## src/rtl/slicer_pkg.sv

```systemverilog
// Shared types for the slicer job scheduler: FSM states, completion codes
// and the slice codes the slicer accepts.
package slicer_pkg;

  typedef enum logic [2:0] {
    IDLE,
    ISSUE,
    WAIT_START,
    RUN,
    FLUSH
  } state_e;

  typedef enum logic [1:0] {
    ST_OK      = 2'b00,
    ST_ILLEGAL = 2'b01,
    ST_TIMEOUT = 2'b10,
    ST_ABORTED = 2'b11
  } done_status_e;

  localparam int          N_LEGAL_SLICES                = 5;
  localparam logic [31:0] LEGAL_SLICES [N_LEGAL_SLICES] = '{32'd0, 32'd1, 32'd2, 32'd4, 32'd8};

  // A zero-length job with no constellation would never produce slicer activity.
  function automatic logic job_is_legal(input logic [31:0] slice,
                                        input logic [31:0] length,
                                        input logic [3:0]  constellation);
    logic ok;
    ok = 1'b0;
    for (int i = 0; i < N_LEGAL_SLICES; i++) begin
      if (slice == LEGAL_SLICES[i]) ok = 1'b1;
    end
    if (constellation == 4'd0 && length == 32'd0) ok = 1'b0;
    return ok;
  endfunction

endpackage

```

## src/rtl/slicer_job_scheduler_if.sv

```systemverilog
// Requester-side bus of the slicer job scheduler: two packed request lanes
// plus the shared completion report.
interface slicer_job_scheduler_if;
  logic [1:0]  req_valid;
  logic [1:0]  req_ready;
  logic [63:0] req_slice;
  logic [63:0] req_length;
  logic [7:0]  req_constellation;
  logic        done_valid;
  logic        done_id;
  logic [1:0]  done_status;

  modport master (
    output req_valid, req_slice, req_length, req_constellation,
    input  req_ready, done_valid, done_id, done_status
  );

  modport slave (
    input  req_valid, req_slice, req_length, req_constellation,
    output req_ready, done_valid, done_id, done_status
  );
endinterface

```

## src/rtl/slicer_job_scheduler_rr_arb2.sv

```systemverilog
// Two-way round-robin arbiter; the pointer remembers the last winner and
// only moves when a grant is issued (grant implies handshake here).
module rr_arb2 (
  input  logic       clk,
  input  logic       srst,
  input  logic       en,
  input  logic [1:0] req,
  output logic [1:0] gnt
);

  logic last_q, last_d;

  always_comb begin
    gnt    = 2'b00;
    last_d = last_q;
    if (en) begin
      if (req == 2'b11) gnt = last_q ? 2'b01 : 2'b10;
      else              gnt = req;
    end
    if (gnt[1])      last_d = 1'b1;
    else if (gnt[0]) last_d = 1'b0;
  end

  // Pointer starts at requester 1 so requester 0 wins the first tie.
  always_ff @(posedge clk) begin
    if (srst) last_q <= 1'b1;
    else      last_q <= last_d;
  end

endmodule

```

## src/rtl/slicer_job_scheduler.sv

```systemverilog
// Accepts jobs from two requesters, configures the slicer, supervises its
// start/finish and reports one completion per accepted job.
module slicer_job_scheduler
  import slicer_pkg::*;
#(
  parameter int START_TIMEOUT = 16,
  parameter int FLUSH_CYCLES  = 2
) (
  input  logic                  clk,
  input  logic                  srst,
  slicer_job_scheduler_if.slave req_if,
  input  logic                  abort,
  output logic [31:0]           cfg_slice,
  output logic [31:0]           cfg_length,
  output logic [3:0]            cfg_constellation,
  output logic                  cfg_valid,
  input  logic                  slicer_busy,
  output logic                  dma_reset,
  output logic                  sched_busy
);

  localparam int              TW     = $clog2(START_TIMEOUT + 1);
  localparam int              FW     = $clog2(FLUSH_CYCLES + 1);
  localparam logic [TW-1:0]   T_LAST = TW'(START_TIMEOUT - 1);
  localparam logic [TW-1:0]   T_MAX  = TW'(START_TIMEOUT);
  localparam logic [FW-1:0]   F_LAST = FW'(FLUSH_CYCLES - 1);

  state_e        state_q, state_d;
  logic [TW-1:0] tcnt_q, tcnt_d;
  logic [FW-1:0] fcnt_q, fcnt_d;
  logic          id_q, id_d;
  logic [31:0]   cfg_slice_q, cfg_slice_d, cfg_length_q, cfg_length_d;
  logic [3:0]    cfg_const_q, cfg_const_d;
  logic          cfg_valid_q, cfg_valid_d, dma_reset_q, dma_reset_d;
  logic          done_valid_q, done_valid_d, done_id_q, done_id_d;
  logic [1:0]    done_status_q, done_status_d;

  logic          arb_en, hs, gid, g_legal;
  logic [1:0]    gnt;
  logic [31:0]   g_slice, g_length;
  logic [3:0]    g_const;

  assign arb_en = (state_q == IDLE) && !srst;

  rr_arb2 u_arb (
    .clk  (clk),
    .srst (srst),
    .en   (arb_en),
    .req  (req_if.req_valid),
    .gnt  (gnt)
  );

  assign req_if.req_ready   = gnt;
  assign req_if.done_valid  = done_valid_q;
  assign req_if.done_id     = done_id_q;
  assign req_if.done_status = done_status_q;
  assign cfg_slice          = cfg_slice_q;
  assign cfg_length         = cfg_length_q;
  assign cfg_constellation  = cfg_const_q;
  assign cfg_valid          = cfg_valid_q;
  assign dma_reset          = dma_reset_q;
  assign sched_busy         = (state_q != IDLE);

  always_comb begin
    hs       = |gnt;
    gid      = gnt[1];
    g_slice  = gid ? req_if.req_slice[63:32]  : req_if.req_slice[31:0];
    g_length = gid ? req_if.req_length[63:32] : req_if.req_length[31:0];
    g_const  = gid ? req_if.req_constellation[7:4] : req_if.req_constellation[3:0];
    g_legal  = job_is_legal(g_slice, g_length, g_const);

    state_d       = state_q;
    tcnt_d        = tcnt_q;
    fcnt_d        = fcnt_q;
    id_d          = id_q;
    cfg_slice_d   = cfg_slice_q;
    cfg_length_d  = cfg_length_q;
    cfg_const_d   = cfg_const_q;
    cfg_valid_d   = 1'b0;
    dma_reset_d   = 1'b0;
    done_valid_d  = 1'b0;
    done_id_d     = done_id_q;
    done_status_d = done_status_q;

    // Abort overrides every other event of an active job, including a busy fall.
    if (abort && (state_q inside {ISSUE, WAIT_START, RUN})) begin
      state_d     = FLUSH;
      fcnt_d      = '0;
      dma_reset_d = 1'b1;
    end else begin
      case (state_q)
        IDLE: begin
          if (hs) begin
            cfg_slice_d  = g_slice;
            cfg_length_d = g_length;
            cfg_const_d  = g_const;
            id_d         = gid;
            if (g_legal) begin
              state_d     = ISSUE;
              cfg_valid_d = 1'b1;
            end else begin
              done_valid_d  = 1'b1;
              done_id_d     = gid;
              done_status_d = ST_ILLEGAL;
            end
          end
        end
        ISSUE: begin
          state_d = WAIT_START;
          tcnt_d  = '0;
        end
        WAIT_START: begin
          if (slicer_busy) begin
            state_d = RUN;
          end else if (tcnt_q == T_LAST) begin
            state_d       = IDLE;
            done_valid_d  = 1'b1;
            done_id_d     = id_q;
            done_status_d = ST_TIMEOUT;
          end else if (tcnt_q != T_MAX) begin
            tcnt_d = tcnt_q + 1'b1;
          end
        end
        RUN: begin
          if (!slicer_busy) begin
            state_d       = IDLE;
            done_valid_d  = 1'b1;
            done_id_d     = id_q;
            done_status_d = ST_OK;
          end
        end
        FLUSH: begin
          if (fcnt_q == F_LAST) begin
            state_d       = IDLE;
            done_valid_d  = 1'b1;
            done_id_d     = id_q;
            done_status_d = ST_ABORTED;
          end else begin
            fcnt_d      = fcnt_q + 1'b1;
            dma_reset_d = 1'b1;
          end
        end
        default: state_d = IDLE;
      endcase
    end
  end

  always_ff @(posedge clk) begin
    if (srst) begin
      state_q       <= IDLE;
      tcnt_q        <= '0;
      fcnt_q        <= '0;
      id_q          <= 1'b0;
      cfg_slice_q   <= '0;
      cfg_length_q  <= '0;
      cfg_const_q   <= '0;
      cfg_valid_q   <= 1'b0;
      dma_reset_q   <= 1'b0;
      done_valid_q  <= 1'b0;
      done_id_q     <= 1'b0;
      done_status_q <= 2'b00;
    end else begin
      state_q       <= state_d;
      tcnt_q        <= tcnt_d;
      fcnt_q        <= fcnt_d;
      id_q          <= id_d;
      cfg_slice_q   <= cfg_slice_d;
      cfg_length_q  <= cfg_length_d;
      cfg_const_q   <= cfg_const_d;
      cfg_valid_q   <= cfg_valid_d;
      dma_reset_q   <= dma_reset_d;
      done_valid_q  <= done_valid_d;
      done_id_q     <= done_id_d;
      done_status_q <= done_status_d;
    end
  end

endmodule

```

## src/flat_wrapper.sv

```systemverilog
// flat-port wrapper written by rule: the top's interface ports become plain ports
module slicer_job_scheduler_flat import slicer_pkg::*;
#(
  parameter int START_TIMEOUT = 16,
  parameter int FLUSH_CYCLES  = 2
)
  (clk, srst, abort, cfg_slice, cfg_length, cfg_constellation, cfg_valid, slicer_busy, dma_reset, sched_busy, req_if_req_valid, req_if_req_slice, req_if_req_length, req_if_req_constellation, req_if_req_ready, req_if_done_valid, req_if_done_id, req_if_done_status);
  slicer_job_scheduler_if req_if_i ();
  input  logic clk;
  input  logic srst;
  input  logic abort;
  output logic [31:0] cfg_slice;
  output logic [31:0] cfg_length;
  output logic [3:0] cfg_constellation;
  output logic cfg_valid;
  input  logic slicer_busy;
  output logic dma_reset;
  output logic sched_busy;
  input wire logic [$bits(req_if_i.req_valid)-1:0] req_if_req_valid;
  input wire logic [$bits(req_if_i.req_slice)-1:0] req_if_req_slice;
  input wire logic [$bits(req_if_i.req_length)-1:0] req_if_req_length;
  input wire logic [$bits(req_if_i.req_constellation)-1:0] req_if_req_constellation;
  output wire logic [$bits(req_if_i.req_ready)-1:0] req_if_req_ready;
  output wire logic [$bits(req_if_i.done_valid)-1:0] req_if_done_valid;
  output wire logic [$bits(req_if_i.done_id)-1:0] req_if_done_id;
  output wire logic [$bits(req_if_i.done_status)-1:0] req_if_done_status;
  assign req_if_i.req_valid = req_if_req_valid;
  assign req_if_i.req_slice = req_if_req_slice;
  assign req_if_i.req_length = req_if_req_length;
  assign req_if_i.req_constellation = req_if_req_constellation;
  assign req_if_req_ready = req_if_i.req_ready;
  assign req_if_done_valid = req_if_i.done_valid;
  assign req_if_done_id = req_if_i.done_id;
  assign req_if_done_status = req_if_i.done_status;
  slicer_job_scheduler #(.START_TIMEOUT(START_TIMEOUT), .FLUSH_CYCLES(FLUSH_CYCLES)) u_core (.clk(clk), .srst(srst), .req_if(req_if_i), .abort(abort), .cfg_slice(cfg_slice), .cfg_length(cfg_length), .cfg_constellation(cfg_constellation), .cfg_valid(cfg_valid), .slicer_busy(slicer_busy), .dma_reset(dma_reset), .sched_busy(sched_busy));
endmodule
```

## config.mk

```make
export PLATFORM = sky130hd
export DESIGN_NAME = slicer_job_scheduler_flat
export DESIGN_NICKNAME = d
export VERILOG_FILES = /design/src/rtl/slicer_pkg.sv /design/src/rtl/slicer_job_scheduler_if.sv /design/src/rtl/slicer_job_scheduler_rr_arb2.sv /design/src/rtl/slicer_job_scheduler.sv /design/src/flat_wrapper.sv
export SDC_FILE = /design/constraint.sdc
export NUM_CORES = 1
export LEC_CHECK = 0
export CORE_ASPECT_RATIO = 1.2
export CORE_MARGIN = 3
export CORE_UTILIZATION = 25
export CTS_CLUSTER_DIAMETER = 40
export DETAILED_ROUTE_END_ITERATION = 10
export SLEW_MARGIN = 20
export SYNTH_ARGS = -nofsm -noshare
export SYNTH_HDL_FRONTEND = slang
export SYNTH_SLANG_ARGS = --single-unit
```

## constraint.sdc

```tcl
create_clock -name clk -period 2.4 [get_ports clk]
set_input_delay 0.36 -clock clk [delete_from_list [all_inputs] [get_ports clk]]
set_output_delay 0.36 -clock clk [all_outputs]
set_load 0.05 [all_outputs]
```

## After elaboration in Yosys (flattened, before gate mapping)

Index checks and enable logic that the tools add are counted.

- Reduce and logical (&&, ||, !) cells: 22
- Add/subtract/negate cells: 2
- Multiplexer cells: 49
- Equal/unequal tests: 27
- Bitwise logic cells: 4

Operator list:

| cell | number |
|---|---|
| 32-bit logical NOT | 2 |
| 32-bit two-way mux | 2 |
| 32-bit by 1-bit == test with 1-bit output (second input constant) | 1 |
| 32-bit by 2-bit == test with 1-bit output (second input constant) | 1 |
| 32-bit by 3-bit == test with 1-bit output (second input constant) | 1 |
| 32-bit by 4-bit == test with 1-bit output (second input constant) | 1 |
| 1-bit two-way mux | 22 |
| 3-bit two-way mux | 7 |
| 2-bit two-way mux | 9 |
| 5-bit two-way mux | 3 |
| 3-bit case mux with 5 select lines | 1 |
| 5-bit AND reduction | 3 |
| 2-bit != test (second input constant) | 6 |
| 5-bit case mux with 2 select lines | 1 |
| 1-bit case mux with 4 select lines | 2 |
| 2-bit case mux with 4 select lines | 1 |
| 8-bit AND reduction | 1 |
| 3-bit by 2-bit == test with 1-bit output (second input constant) | 2 |
| 2-bit by 1-bit != test with 1-bit output (second input constant) | 3 |
| 3-bit by 2-bit != test with 1-bit output (second input constant) | 2 |
| 3-bit != test (second input constant) | 2 |
| 3-bit nonzero test | 2 |
| 2-bit OR reduction | 3 |
| 5-bit by 1-bit adder with 5-bit output (second input constant) | 1 |
| other kinds (20) | 25 |

- Bits in registers: 86
- Output and inout port bits: 77
- Input port bits: 142
- Logic and storage cells: 118

## Depth between registers and ports, before layout

Gate-level depths: netlist of run 1.

- Word-level depth: 15
- Depth in mapped cells: 9
- Mapped depth without buffers: 9

## Modules after synthesis

From an unflattened synthesis of run 1, not the netlist that was laid out.

- Cells, all modules: 475
- Area, all modules: 4334.2 sq um

Modules (own cells, without submodules):

| module | seq. area each (sq um) | times used | area each (sq um) | cells each |
|---|---|---|---|---|
| slicer_job_scheduler | 1701.6 | 1 | 4275.4 | 467 |
| rr_arb2 | 20.0 | 1 | 58.8 | 8 |

## Least setup slack after synthesis of run 1

Ideal clock, no wire load.

- Path kind: register to register
- Start point: reg u_core.tcnt_q[0]
- End point: reg u_core.done_id_q, in the netlist u_core.req_if.done_id
- Buffers on the path: 0
- Arrival: 1.920 ns
- Cell stages (with the launch flop): 10
- Period minus slack after synthesis: 2.043 ns
- Required time: 2.277 ns
- Library setup time: 0.123 ns
- Path slack: 0.357 ns
- Cells stage by stage: dfxtp_1 ha_1 and3_1 ha_1 o21bai_1 nor3_1 o32a_1 inv_1 a31oi_1 mux2_1

- Word-level cells in the longest chain between the ends: 3

Ends and longest elaborated chain:

| what | line | text |
|---|---|---|
| start: declaration | slicer_job_scheduler.sv:29 | `logic [TW-1:0] tcnt_q, tcnt_d;` |
| start signal: assignment | slicer_job_scheduler.sv:164 | `tcnt_q <= tcnt_d;` |
| 5-bit by 4-bit == test with 1-bit output | slicer_job_scheduler.sv:115 | `end else if (tcnt_q == T_LAST) begin` |
| 2-bit != test (no line) | n/a |  |
| 8-bit AND reduction (no line) | n/a |  |
| end signal: assignment | slicer_job_scheduler.sv:173 | `done_id_q <= done_id_d;` |
| end: declaration | slicer_job_scheduler.sv:35 | `logic done_valid_q, done_valid_d, done_id_q, done_id_d;` |

No other way between the ends.
A chain may end at the register's enable or synchronous reset.

## Worst setup path after layout of run 1

Same ends and word-level chain as after synthesis.

==> results of run 1 <==
## through the flow
stage	TNS [ns]	cells	instance area [um^2]	hold slack, ns	power [uW]
after floorplan	0	479	4240	0.440	2280
after global placement	-0.409	918	6930	0.455	2890
after detailed placement	-0.365	918	6930	0.466	2900
after CTS	0	934	7230	0.473	4360
after global routing	0	934	7240	0.503	4460
final	0	934	7240	0.475	4280
## state kept, by name, summed over array words and instances, names as in the netlist
register                   cells
u_core.id_q                    1
u_core.cfg_slice              32
u_core.tcnt_q                  5
u_core.req_if.done_id          1
u_core.cfg_constellation       4
u_core.req_if.done_valid       1
u_core.cfg_length             32
u_core.req_if.done_status      2
u_core.fcnt_q                  2
u_core.state_q                 3
u_core.u_arb.last_q            1
u_core.cfg_valid               1
u_core.dma_reset               1
## what timing repair did
action	4_1_cts	5_1_grt
gates resized for setup	0	2
setup endpoints to repair	0	1
hold buffers	0	0
## critical path: stages (launching register included)
cell and delay [ns]:
dfxtp_1 0.39, ha_1 0.18, and3_1 0.17, ha_1 0.22, o21bai_1 0.14, nor3_2 0.23
o32a_1 0.22, inv_1 0.07, a31oi_2 0.17, mux2_1 0.33
## how the worst max path moves through the flow
stage / depth (start not counted) / endpoint / slack (ns) / start
after floorplan: 9 / u_core.req_if.done_id$_SDFFE_PP0P_ / 0.36 / u_core.tcnt_q[0]$_SDFFE_PP0P_
after global placement: 7 / u_core.req_if.done_id$_SDFFE_PP0P_ / -0.22 / req_if_req_constellation[3]
after detailed placement: 7 / u_core.req_if.done_id$_SDFFE_PP0P_ / -0.19 / req_if_req_constellation[3]
after CTS: 9 / u_core.req_if.done_id$_SDFFE_PP0P_ / 0.04 / u_core.tcnt_q[0]$_SDFFE_PP0P_
after global routing: 9 / u_core.req_if.done_id$_SDFFE_PP0P_ / 0.01 / u_core.tcnt_q[0]$_SDFFE_PP0P_
final: 9 / u_core.req_if.done_id$_SDFFE_PP0P_ / 0.16 / u_core.tcnt_q[0]$_SDFFE_PP0P_
## power breakdown
group	switching (uW)	internal [uW]
sequential	60.1	1540
combinational	706	563
clock	582	831
total	1350	2930
## layout make-up
| cell class | instances | area (um^2) |
|---|---|---|
| tap | 212 | 265 |
| fill | 1587 | 9160 |
| timing repair buffer | 262 | 2560 |
| inverter | 9 | 33.8 |
| clock inverter | 6 | 61.3 |
| multi-input combinational | 349 | 2360 |
| clock buffer | 10 | 239 |
| sequential | 86 | 1720 |
## cell families (layout without fill, tap and decap cells)
family / after synthesis / in the layout / synth area share
AOI/OAI and AO/OA: 99 / 99 / 0.167
xor gates and xnor gates: 3 / 3 / 0.00620
adders and majority gates: 4 / 4 / 0.0118
buffers and inverters: 44 / 287 / 0.0431
DFF: 86 / 86 / 0.406
muxes: 70 / 70 / 0.166
and+or+nand+nor: 173 / 173 / 0.200
## cells in the mapped netlist, drive strengths merged, types with 2 or more instances
master	count
a211oi	72
a21oi	11
and3	2
buf	11
clkbuf	24
dfxtp	86
ha	4
inv	9
mux2i	69
nand2	12
nand2b	4
nand3	7
nand4	6
nor2	85
nor2b	6
nor3	8
nor4	33
o21a	2
o21ai	6
o31ai	2
or3	3
xnor2	3
## layer usage
| metal | wire length [um] | track usage | vias to the layer above |
|---|---|---|---|
| li1 | - | - | 2260 |
| met3 | 1290 | 0.0553 | 20 |
| met2 | 7860 | 0.290 | 172 |
| met5 | 0 | 0 | - |
| met4 | 243 | 0.0450 | 0 |
| met1 | 6560 | 0.188 | 2104 |
==> run summary, run 1 <==
* global route overflow: 0
* dpl ws: -0.191 ns
* number of ports placed on the die boundary: 219
* biggest fanout along the worst timing path: 5
* worst reg2reg path depth: 9
* Slew headroom: 0.525
* number of buffers between clock root and the deepest sink: 2
* run status: complete, no violations
* pwr/cell area: 591 nW/um^2
* hold endpoint: u_core.req_if.done_status[0]$_SDFFE_PP0P_
* final net count: 863
* max-capacitance violation count: 0
* number of buffers added by the clock tree synthesis step: 9
* final core utilization: 0.442
* total of warnings raised by yosys: 0
* Core Box Area: 16,400 um^2
* end of the worst register-to-register path: u_core.req_if.done_id$_SDFFE_PP0P_
* detailed-routing iteration count for the pre-antenna-repair pass: 4
* IR drop worst, VDD: 301 uV
* Detail Placement HPWL: 12,300 um
* final worst slack: 0.163 ns
* number of cells on the worst hold path: 1
* Worst EP arrival: 2.46 ns
* reg2reg setup slack: 0.16 ns
* most area-consuming cells after synthesis: dfxtp_1, mux2i_1, a211oi_1, nor2_1, nor4_1
* Max Freq: 447 MHz
* vias per cell: 4.88
* number of routed nets with antenna violations: 0
* critical path data required time: 2.62 ns
* PortBufs: 218
* number of distinct library cells after synthesis: 42
* TritonCTS clock tree: built
* nature of the critical path endpoint: flip-flop
* starting density of the core: 0.258
* clock latency at the later pin of the worst-skew pair: 0.34 ns
* sinks on the clock net: 86
* transition time of the tightest slew-check pin: 0.712 ns
* shortest period the worst path allows: 2.24 ns
* vertical die dimension: 149 um
* number of global-route vias before repair: 4,669
* share of async-settable or async-resettable flops after synthesis: 0
* post-synthesis area per instance: 8.85 um^2
* post-CTS setup repair buffer count: 0
* Min-Delay Path Class: reg -> reg
* leakage component of the power: 0.00261 uW
* Fin Clk Skew: 0.00659 ns
* antenna diode count: 0
* clock transition at the registers of the reported paths: 0.06 ns
* most used cells in the layout excluding fill and tap cells: clkdlybuf4s50_1, dfxtp_1, nor2_1
* main flop type after synthesis: dfxtp_1
* most common cell after layout, fill and taps aside: clkdlybuf4s50_1
* routed length per instance: 17.1 um
* placement row count: 51
* buffer cell driving the clock tree root: clkbuf_16
* combined area of all synthesized cells: 4240 um^2
* area fraction of the dominant cell type after synthesis: 0.406
* post-synthesis sequential element count: 86
* GRT Total Usage: 0.163
* largest net degree at the start of global routing: 74
* reg2reg start: u_core.tcnt_q[0]$_SDFFE_PP0P_
* start-to-end type of the worst setup path: reg -> reg
* Routability Congestion: 0.876
* DIE WIDTH: 125 um
* library cell occupying the most area in the post-synthesis netlist: dfxtp_1
* Startpoint Class: flip-flop
* critical hold path startpoint: u_core.req_if.done_status[0]$_SDFFE_PP0P_
* post-route DRC violation count: 0
* final WL: 16,000 um
* share of cells above drive strength 1: 0.0956
* number of synthesized flops with an enable pin: 0
* number of antenna violations at the first check in global routing: 0
* total number of vias: 4,556
* first-pass GRT wire length: 24,500 um
* post-synthesis instance total: 479
* number of H-tree levels: 3
* unrepaired setup endpoints after global routing: no
* initial detailed-routing violation count: 146
* area grow syn2layout: 70.9%
* Final setup violation count: 0
* period utilization: 0.932
* post-synthesis sequential area ratio: 0.406
* final hold violation count: 0
* area of the die: 18,600 um^2
* number of pins with negative max-slew slack in the final report: 0
* Post-Syn Nets: 625
No activity file was read; power rests on OpenSTA's default activity.
==> run 2: changes to the inputs <==
CAP_MARGIN = 5   (was unset)
==> results of run 2 <==
Same layout as run 1: the final DEF is identical, and so are final timing and power.
==> run 3: changes to the inputs <==
CORE_MARGIN = 5   (was 3)
==> run 3 against run 2 <==
Flip-flop and latch count unchanged; cell area up 1.3%; total power up 0.75%; clock skew is 0.0018 ns lower; fmax shrank 1.5%; combinational power about the same; core utilization fell by 0.45 points; final cell count up 1.1%; setup slack got worse by 0.035 ns; critical path type is now reg -> out; largest cell class unchanged; highest routed layer unchanged.
==> run summary, run 3 (same netlist as run 1, synthesis figures left out) <==
* number of global-route vias before repair: 4,908, was 4,669
* shortest period the worst path allows: 2.27 ns, was 2.24 ns
* post-route DRC violation count: 0, unchanged
* met3 usage in global routing: 0.0508, was 0.0553
* GRT Total Usage: 0.167, was 0.163
* Worst EP arrival: 1.91 ns, was 2.46 ns
* dpl ws: -0.241 ns, was -0.191 ns
* final net count: 869, was 863
* antenna diode count: 0, unchanged
* Fin Clk Skew: 0.00479 ns, was 0.00659 ns
* number of H-tree levels: 3, unchanged
* detailed-routing iteration count for the pre-antenna-repair pass: 4, unchanged
* Slew headroom: 0.601, was 0.525
* Min-Delay Path Class: in -> reg, was reg -> reg
* number of ports placed on the die boundary: 219, unchanged
* number of pins with negative max-slew slack in the final report: 0, unchanged
* Core Box Area: 16,800 um^2, was 16,400 um^2
* vias per cell: 4.95, was 4.88
* TritonCTS clock tree: built, unchanged
* most used routing layer: met2, unchanged
* placement row count: 52, was 51
* M1 GR Usage: 0.195, was 0.188
* hold-fix buffers at CTS: 0, unchanged
* final core utilization: 0.437, was 0.442
* DIE WIDTH: 129 um, was 125 um
* period utilization: 0.947, was 0.932
* PortBufs: 218, unchanged
* Hold WS: 0.446 ns, was 0.475 ns
* buffer cell driving the clock tree root: clkbuf_16, unchanged
* number of buffers added by the clock tree synthesis step: 9, unchanged
* area of the die: 19,700 um^2, was 18,600 um^2
* initial detailed-routing violation count: 276, was 146
* clock transition at the registers of the reported paths: 0.07 ns, was 0.06 ns
* pwr/cell area: 588 nW/um^2, was 591 nW/um^2
* Max Freq: 440 MHz, was 447 MHz
* critical path data required time: 2.04 ns, was 2.62 ns
* Routability Congestion: 0.904, was 0.876
* startpoint of the most critical setup path: u_core.state_q[0]$_SDFFE_PP0P_, was u_core.tcnt_q[0]$_SDFFE_PP0P_
* final WL: 16,800 um, was 16,000 um
* Final Power: 4310 uW, was 4280 uW
* sinks on the clock net: 86, unchanged
* most common cell after layout, fill and taps aside: clkdlybuf4s50_1, unchanged
* area grow syn2layout: 73.1%, was 70.9%
* vertical die dimension: 153 um, was 149 um
* Largest delay share family, worst path: buffers and inverters, was compound AO/OA/AOI/OAI gates
* number of routed nets with antenna violations: 0, unchanged
* cells traversed along the worst timing path: nor3_4, nand3_4, buf_4, buf_6, inv_1, buf_12, was ha_1, and3_1, ha_1, o21bai_1, nor3_2, o32a_1, inv_1, a31oi_2, mux2_1
* Startpoint Class: flip-flop, unchanged
* run status: complete, no violations, unchanged
* Slowest Stage Delay on Critical Path: 0.38 ns, was 0.39 ns
* start-to-end type of the worst setup path: reg -> out, was reg -> reg
* routed length per instance: 17.8 um, was 17.1 um
* master of the slowest instance on the critical path: dfxtp_2, was dfxtp_1
* Detail Placement HPWL: 12,900 um, was 12,300 um
* transition time of the tightest slew-check pin: 0.596 ns, was 0.712 ns
* final-layout setup total negative slack: 0 ns, unchanged
* max-capacitance violation count: 0, unchanged
* starting density of the core: 0.253, was 0.258
* final hold violation count: 0, unchanged
* IR drop worst, VDD: 361 uV, was 301 uV
* number of buffers between clock root and the deepest sink: 2, unchanged
* total number of vias: 4,674, was 4,556
* reg2reg start: u_core.tcnt_q[0]$_SDFFE_PP0P_, unchanged
* number of antenna violations at the first check in global routing: 0, unchanged
* nature of the critical path endpoint: output pin, was flip-flop
* clock latency at the later pin of the worst-skew pair: 0.34 ns, about the same
* final worst slack: 0.128 ns, was 0.163 ns
* first-pass GRT wire length: 26,200 um, was 24,500 um
* global route overflow: 0, unchanged
* number of buffers and inverters on the critical path: 4, was 1
* critical hold path startpoint: srst, was u_core.req_if.done_status[0]$_SDFFE_PP0P_
* largest net degree at the start of global routing: 46, was 74
* most used cells in the layout excluding fill and tap cells: clkdlybuf4s50_1, nor2_1, dfxtp_1, was clkdlybuf4s50_1, dfxtp_1, nor2_1
* Final setup violation count: 0, unchanged
* leakage component of the power: 0.00264 uW, was 0.00261 uW
* share of cells above drive strength 1: 0.103, was 0.0956
* met2 track utilization from global routing: 0.272, was 0.290
* biggest fanout along the worst timing path: 45, was 5
==> run 3: cell types whose count changed in the layout (fill, tap and decap cells not counted), sizes merged <==
| cell | before | now |
|---|---|---|
| clkbuf | 10 | 11 |
| clkinv | 4 | 2 |
| buf | 47 | 51 |
| bufbuf | 0 | 1 |
| clkinvlp | 1 | 3 |
==> run 3: cell type report <==
cell class / count / area, um^2
Clock buffer: 10 / 229
Clock inverter: 6 / 62.6
Fill cell: 1654 / 9450
Inverter: 9 / 33.8
Multi-Input combinational cell: 349 / 2360
Sequential cell: 86 / 1720
Tap cell: 216 / 270
Timing Repair Buffer: 268 / 2660
==> run 3: worst paths after layout <==
check,end,slack (ns),cells after the start
max,req_if_req_ready[1],0.13,6
min,u_core.req_if.done_id$_SDFFE_PP0P_,0.45,3
max reg2reg,u_core.req_if.done_id$_SDFFE_PP0P_,0.14,9
min reg2reg,u_core.req_if.done_status[0]$_SDFFE_PP0P_,0.47,1
==> run 3: what timing repair did <==
action | in CTS | in global routing
setup endpoints to repair | 2 | 3
gates resized for setup | 2 | 3
pin swaps | 1 | 2
gates cloned | 1 | 1
setup buffers | 0 | 5
==> run 3: power by group <==
group / internal (uW) / switching (uW)
registers: 1540 / 59.1
clock network: 804 / 611
logic: 582 / 720
==> run 3: layer usage <==
layer  vias to the layer above  wire, um
met5                         -         0
met4                         0       648
met2                       196      8070
met1                      2163      6820
li1                       2275         -
met3                        40      1290
==> run 3: tightest hold or removal path, delay by kind of cell <==
| kind | cells | cell delay [ns] |
|---|---|---|
| buf+inv | 1 | 0.15 |
| simple gates | 1 | 0.12 |
| mux | 1 | 0.13 |
==> run 3: stage by stage <==
step | cells | instance area, um^2
4_1_cts | 938 | 7260
3_5_place_dp | 921 | 6930
5_1_grt | 944 | 7340
6_report | 944 | 7340
2_1_floorplan | 479 | 4240
3_3_place_gp | 921 | 6930
